`config.mk`:
```
export PLATFORM = sky130hd
export DESIGN_NAME = prism_sp_rx_frame_reader
export DESIGN_NICKNAME = d
export VERILOG_FILES = /design/src/rtl/prism_sp_rx_frame_reader.sv
export SDC_FILE = /design/constraint.sdc
export NUM_CORES = 1
export LEC_CHECK = 0
export BUFFER_PORTS_ARGS = -buffer_cell sky130_fd_sc_hd__buf_2
export CAP_MARGIN = 20
export CORE_ASPECT_RATIO = 0.75
export CORE_MARGIN = 3
export CORE_UTILIZATION = 47
export CTS_CLUSTER_DIAMETER = 60
export CTS_CLUSTER_SIZE = 12
export DETAILED_ROUTE_END_ITERATION = 12
export HOLD_SLACK_MARGIN = 0.02
export PLACE_DENSITY_LB_ADDON = 0.12
export REMOVE_ABC_BUFFERS = 1
export SLEW_MARGIN = 20
export SYNTH_ARGS = -nofsm -noshare
export SYNTH_HDL_FRONTEND = slang
export SYNTH_SLANG_ARGS = --single-unit
```
`constraint.sdc`:
```
create_clock -name clock -period 1.8 [get_ports clock]
set_input_delay 0.09 -clock clock [delete_from_list [all_inputs] [get_ports clock]]
set_output_delay 0.09 -clock clock [all_outputs]
set_load 0.02 [all_outputs]
```
`src/rtl/prism_sp_rx_frame_reader.sv`:
```
// ---------------------------------------------------------------------------
// prism_sp_rx_frame_reader
//
// Purpose: drains received frames out of two first-word-fall-through FIFOs.
// The meta FIFO holds one descriptor per frame: the length in bytes and an
// opaque status field. The data FIFO holds the packed frame bytes. The block
// emits each frame as an AXI-Stream burst. m_tuser carries the frame status,
// and m_tkeep masks the unused bytes of the final beat.
//
// Optional feature: define PRISM_SP_RX_READER_STATS_EN to add three 32-bit
// counters (stats_nframes, stats_nbytes, stats_nzero).
//
// Ports:
//   clock, resetn      sole clock, asynchronous active-low reset
//   meta_empty         meta FIFO empty (FWFT)
//   meta_rd_data       descriptor {status[31:LEN_WIDTH], len[LEN_WIDTH-1:0]}
//   meta_rd_en         pops one descriptor
//   data_empty         data FIFO empty (FWFT)
//   data_rd_data       packed frame bytes, byte 0 in bits [7:0]
//   data_rd_en         pops one data word
//   m_tdata/m_tkeep/m_tuser/m_tlast/m_tvalid/m_tready   AXI-Stream master
//
// Handshake: a beat moves when m_tvalid & m_tready are both high at a rising
// clock edge. Once m_tvalid is raised, the beat and its sideband fields are
// held until that happens. A FIFO word leaves when its rd_en is high at a
// rising edge; rd_en is only raised while the matching empty flag is low.
// ---------------------------------------------------------------------------
module prism_sp_rx_frame_reader #(
    parameter int DATA_WIDTH = 32,
    parameter int LEN_WIDTH  = 13
) (
    input  logic                    clock,
    input  logic                    resetn,
    input  logic                    meta_empty,
    input  logic [31:0]             meta_rd_data,
    output logic                    meta_rd_en,
    input  logic                    data_empty,
    input  logic [DATA_WIDTH-1:0]   data_rd_data,
    output logic                    data_rd_en,
    output logic [DATA_WIDTH-1:0]   m_tdata,
    output logic [DATA_WIDTH/8-1:0] m_tkeep,
    output logic [31-LEN_WIDTH:0]   m_tuser,
    output logic                    m_tlast,
    output logic                    m_tvalid,
    input  logic                    m_tready
`ifdef PRISM_SP_RX_READER_STATS_EN
    ,
    output logic [31:0]             stats_nframes,
    output logic [31:0]             stats_nbytes,
    output logic [31:0]             stats_nzero
`endif
);

    localparam int BYTES = DATA_WIDTH / 8;
    localparam int UW    = 32 - LEN_WIDTH;
    localparam logic [LEN_WIDTH:0] BYTES_L    = (LEN_WIDTH + 1)'(BYTES);
    localparam logic [LEN_WIDTH:0] BYTES_M1_L = (LEN_WIDTH + 1)'(BYTES - 1);

    typedef enum logic [1:0] {
        IDLE   = 2'd0,
        LOAD   = 2'd1,
        STREAM = 2'd2
    } state_t;

    state_t                state_q, state_d;
    logic [LEN_WIDTH-1:0]  len_q, len_d;
    logic [UW-1:0]         status_q, status_d;
    logic [LEN_WIDTH-1:0]  words_left_q, words_left_d;
    logic [BYTES-1:0]      last_keep_q, last_keep_d;
    logic [DATA_WIDTH-1:0] out_data_q, out_data_d;
    logic [BYTES-1:0]      out_keep_q, out_keep_d;
    logic [UW-1:0]         out_user_q, out_user_d;
    logic                  out_last_q, out_last_d;
    logic                  out_valid_q, out_valid_d;
`ifdef PRISM_SP_RX_READER_STATS_EN
    logic [31:0]           nframes_q, nframes_d;
    logic [31:0]           nbytes_q, nbytes_d;
    logic [31:0]           nzero_q, nzero_d;
`endif

    logic                  meta_pop;
    logic                  data_pop;
    logic                  accept;
    logic [LEN_WIDTH:0]    len_ext;
    logic [LEN_WIDTH:0]    len_round;
    logic [LEN_WIDTH:0]    words_calc;
    logic [LEN_WIDTH:0]    len_rem;
    logic [BYTES-1:0]      keep_calc;

    // Word count and tail mask of the latched length. One extra bit keeps
    // the round-up addition from overflowing at the largest length.
    always_comb begin
        len_ext    = {1'b0, len_q};
        len_round  = len_ext + BYTES_M1_L;
        words_calc = len_round / BYTES_L;
        len_rem    = len_ext % BYTES_L;
        keep_calc  = '0;
        for (int i = 0; i < BYTES; i++) begin
            keep_calc[i] = (len_rem == '0) || ((LEN_WIDTH + 1)'(i) < len_rem);
        end
    end

    always_comb begin
        state_d      = state_q;
        len_d        = len_q;
        status_d     = status_q;
        words_left_d = words_left_q;
        last_keep_d  = last_keep_q;
        out_data_d   = out_data_q;
        out_keep_d   = out_keep_q;
        out_user_d   = out_user_q;
        out_last_d   = out_last_q;
        out_valid_d  = out_valid_q;
`ifdef PRISM_SP_RX_READER_STATS_EN
        nframes_d    = nframes_q;
        nbytes_d     = nbytes_q;
        nzero_d      = nzero_q;
`endif
        meta_pop     = 1'b0;
        data_pop     = 1'b0;
        accept       = out_valid_q & m_tready;

        case (state_q)
            IDLE: begin
                if (!meta_empty) begin
                    meta_pop = 1'b1;
                    len_d    = meta_rd_data[LEN_WIDTH-1:0];
                    status_d = meta_rd_data[31:LEN_WIDTH];
                    state_d  = LOAD;
                end
            end

            LOAD: begin
                words_left_d = words_calc[LEN_WIDTH-1:0];
                last_keep_d  = keep_calc;
                if (len_q == '0) begin
                    state_d = IDLE;
`ifdef PRISM_SP_RX_READER_STATS_EN
                    nzero_d = nzero_q + 32'd1;
`endif
                end else begin
                    state_d = STREAM;
                end
            end

            STREAM: begin
                if (accept) begin
                    out_valid_d = 1'b0;
                    if (out_last_q) begin
                        state_d = IDLE;
`ifdef PRISM_SP_RX_READER_STATS_EN
                        nframes_d = nframes_q + 32'd1;
                        nbytes_d  = nbytes_q + 32'(len_q);
`endif
                    end
                end
                // The output register refills in the same cycle it drains,
                // which sustains one beat per clock. When the last beat sits
                // in the register words_left is already zero, so a pop never
                // coincides with the end-of-frame acceptance.
                if (!data_empty && (words_left_q != '0) && (!out_valid_q || accept)) begin
                    data_pop     = 1'b1;
                    out_data_d   = data_rd_data;
                    out_user_d   = status_q;
                    out_valid_d  = 1'b1;
                    out_last_d   = (words_left_q == LEN_WIDTH'(1));
                    out_keep_d   = (words_left_q == LEN_WIDTH'(1)) ? last_keep_q : '1;
                    words_left_d = words_left_q - LEN_WIDTH'(1);
                end
            end

            default: state_d = IDLE;
        endcase
    end

    always_ff @(posedge clock or negedge resetn) begin
        if (!resetn) begin
            state_q      <= IDLE;
            len_q        <= '0;
            status_q     <= '0;
            words_left_q <= '0;
            last_keep_q  <= '0;
            out_data_q   <= '0;
            out_keep_q   <= '0;
            out_user_q   <= '0;
            out_last_q   <= 1'b0;
            out_valid_q  <= 1'b0;
`ifdef PRISM_SP_RX_READER_STATS_EN
            nframes_q    <= '0;
            nbytes_q     <= '0;
            nzero_q      <= '0;
`endif
        end else begin
            state_q      <= state_d;
            len_q        <= len_d;
            status_q     <= status_d;
            words_left_q <= words_left_d;
            last_keep_q  <= last_keep_d;
            out_data_q   <= out_data_d;
            out_keep_q   <= out_keep_d;
            out_user_q   <= out_user_d;
            out_last_q   <= out_last_d;
            out_valid_q  <= out_valid_d;
`ifdef PRISM_SP_RX_READER_STATS_EN
            nframes_q    <= nframes_d;
            nbytes_q     <= nbytes_d;
            nzero_q      <= nzero_d;
`endif
        end
    end

    // The state register already reads IDLE during reset, but IDLE would pop
    // a waiting descriptor combinationally. Gating with resetn keeps both
    // pop strobes low for the whole reset window.
    assign meta_rd_en = meta_pop & resetn;
    assign data_rd_en = data_pop & resetn;

    assign m_tdata  = out_data_q;
    assign m_tkeep  = out_keep_q;
    assign m_tuser  = out_user_q;
    assign m_tlast  = out_last_q;
    assign m_tvalid = out_valid_q;

`ifdef PRISM_SP_RX_READER_STATS_EN
    assign stats_nframes = nframes_q;
    assign stats_nbytes  = nbytes_q;
    assign stats_nzero   = nzero_q;
`endif

endmodule

```
==> summary.md <==
| Metric | Value |
|---|---|
| Outcome | `finished, violations left` |
| Failing checks | `setup timing` |
| Maximum operating frequency | `0.553 GHz` |
| R2R Setup Slk | `20 ps` |
| Post-route cell area | `6980 µm²` |
| Die Ht | `92.9 µm` |
| Power density cells | `1610 nW/µm²` |
| Via-to-Cell Ratio | `4.85` |
| Syn Inst Count | `470` |
| P_leak | `0.00340 µW` |
| Final worst-path cycle share | `1.00` |
| Total Routing Usage GR | `0.226` |
| Via count | `4091` |
| Synth top area cells | `dfrtp_1 (57%), nand2_1 (14%), mux2_2 (6.9%), o21ai_0 (1.8%), xnor2_1 (1.7%)` |
| Combinational share of power | `0.457` |
| Initial Utilization | `0.486` |
| Slowest Stage Delay on Critical Path | `430 ps` |
| Metal-1 WL | `5.74 mm` |
| Final Setup Violations | `1` |
| Met2 wire length | `5.65 mm` |
| Arrival time worst endpoint | `1720 ps` |
| Net Sw Frac | `0.392` |
| Area leader, netlist | `dfrtp_1` |
| Met3 WL post-DR | `713 µm` |
| CTS H-Tree Depth | `3` |
| Inserted Clock Buffers | `9` |
| First-pass GRT wire length | `20.3 mm` |
| Initial antenna violation count | `0` |
| WL/cell | `14.5 µm` |
| DR pass1 iterations | `4` |
| Crit path max fanout | `4` |
| Final hold violation count | `0` |
| Ys flop type | `dfrtp_1` |
| Largest net degree at the start of global routing | `54` |
| P_int | `6830 µW` |
| Area of the multi-input gates | `2000 µm²` |
| Port Buf Inserts | `127` |
| Synth Warn # | `0` |
| CTS max path bufs | `2` |
| CTS tree | `yes` |
| Fin nets | `780` |
| Gpl congestion | `0.836` |
| Worst VDD drop | `1.17 mV` |
| Ys async rst share | `1.00` |
| Worst Setup Start Kind | `register` |
| CTS sink count | `108` |
| Residual DRC | `0` |
| Maximum capacitance violations | `0` |
| Post-synth EDFFs | `0` |
| CP max stage cell | `or3_4` |
| Slew Viols, Final | `0` |
| Share of cells above drive strength 1 | `0.356` |
| Worst Skew | `5.29 ps` |
| WHS | `55.8 ps` |
| Core Area | `9740 µm²` |
| Die Wd | `122 µm` |
| Fill count | `717` |
| Mapped Area | `4730 µm²` |
| Slew headroom | `0.745` |
| Total grt overflow | `0` |
| Synthesized area per cell | `10.1 µm²` |
| CTS root buf | `clkbuf_16` |
| Clk network pwr share | `0.167` |
| Placed inst area | `5830 µm²` |
| Clk slew on worst S/H paths | `70 ps` |
| FP Rows | `31` |
| Yosys top cell area share | `0.571` |
| Util after Layout | `0.717` |
| Vias in the first global route | `4125` |
| DIE AREA | `11300 µm²` |
| Netlist cell types | `47` |
| Top-level I/O count | `128` |
| Critical path cell sequence | `nand2b_4 -> or3_4 -> nor2_4 -> and2_4 -> buf_6` |
| Top-count cell post-synth | `nand2_1` |
| Worst-Margin Slew | `383 ps` |
| Routed Antenna Nets | `0` |
| Flops & latches, synth | `108` |
| Clock Latency Late Sink | `330 ps` |
| Switch Pwr | `4410 µW` |
| Worst Hold Class | `input pin to register` |
| DP Cell Count | `753` |
| Pre-CTS WS | `-72.2 ps` |
| Top cells by count, synth | `nand2_1 (178), dfrtp_1 (108), mux2_2 (29)` |
| Final setup margin | `-7.17 ps` |
| Sequential power share | `0.376` |
| Critical Path RT | `1710 ps` |
| RSZ-0062 raised after global routing | `yes` |
| Min cycle time layout | `1810 ps` |
| Area grow syn2layout | `47.5%` |
| Count of non-filler cells in the finished layout | `843` |
| Top layer in use | `met4` |
| Seq/Total Area, Yosys | `0.571` |
| Final WL | `12.2 mm` |
| First DRT Iteration DRCs | `241` |
| DPL Wire Length | `8.00 mm` |
| Crit path kind | `register to output pin` |
| CP Capture Type | `output pin` |
| Register Area | `2710 µm²` |
| Ant. Diodes | `0` |
-- final timing paths --
check,start,to,cells after the start
max,state_q[0]$_DFFE_PN0P_,data_rd_en,5
min,m_tready,m_tvalid$_DFFE_PN0P_,4
max reg2reg,words_left_q[0]$_DFFE_PN0P_,words_left_q[12]$_DFFE_PN0P_,9
min reg2reg,status_q[6]$_DFFE_PN0P_,m_tuser[6]$_DFFE_PN0P_,2
max in group asynchronous,resetn,words_left_q[7]$_DFFE_PN0P_,3
min in group asynchronous,resetn,status_q[7]$_DFFE_PN0P_,3
-- placed cells by master, fill, tap and decap left out, types with 3 or more instances in the layout --
cell type	n
dlygate4sd3_1	66
clkinvlp_4	3
buf_6	3
a21oi_1	8
o21ai_0	15
nor3_1	8
clkbuf_16	9
nand3_1	8
nand2b_1	3
inv_1	5
nor2_1	7
nor2b_1	4
buf_4	46
xor2_1	3
o22a_1	4
mux2_2	29
nor4_1	6
xnor2_1	9
o21ai_1	5
a22o_1	3
nand2_1	178
nand4_1	3
ha_1	4
dfrtp_1	106
buf_2	124
buf_12	7
-- cell families (layout without fill, tap and decap cells) --
family	Yosys count	after routing	synth area share
simple gates	240	240	0.227
flops	108	108	0.571
compound gates	49	49	0.0651
mux	29	29	0.0690
buf+inv	27	268	0.0328
xor+xnor	12	12	0.0222
fa+ha+maj	5	5	0.0132
-- through the flow --
| stage | TNS, ps | total power [µW] |
|---|---|---|
| finish | -7.17 | 11200 |
| global route | -2090 | 12100 |
| CTS | -44.0 | 11200 |
| detailed placement | -2330 | 9010 |
| global placement | -740 | 8880 |
| floorplan | -94550 | 6970 |
-- critical path, delay by kind of cell, from the launching register on --
kind / cells / cell delay [ps]
and+or+nand+nor: 4 / 880
DFF: 1 / 390
buffers and inverters: 1 / 110
-- routing by layer --
metal / GRT usage / vias to the layer above
met2: 0.361 / 97
met3: 0.0598 / 8
met5: 0 / -
met1: 0.310 / 1945
met4: 0.0550 / 0
li1: - / 2041
-- flip-flops by register name (all words and copies together) (netlist names) --
register,flops
words_left_q,13
state_q,2
status_q,19
m_tuser,19
m_tdata,32
m_tkeep,4
m_tlast,1
last_keep_q,4
len_q,13
m_tvalid,1
-- area by class of cell --
class	count	share of cell area
flip-flops and latches	108	0.388
multi-input cells	335	0.286
repair buffers	246	0.258
clock buffers	12	0.0367
well taps	132	0.0237
clock inverters	4	0.00448
inverters	6	0.00323
-- timing repair --
| action | 4_1_cts | 5_1_grt |
|---|---|---|
| buffers inserted | 5 | 2 |
| hold buffers | 67 | 0 |
| endpoints found under the hold margin | 90 | 0 |
| resized for setup | 14 | 17 |
| setup endpoints to repair | 59 | 71 |
| pin swaps | 11 | 10 |
-- power by group through the flow --
stage	clock network (µW)	logic, µW	registers [µW]
floorplan	0	2070	4890
global placement	0	4710	4170
detailed placement	0	4810	4200
CTS	1930	5050	4200
global route	2050	5650	4370
finish	1880	5140	4230
(Power assumes the default switching activity.)
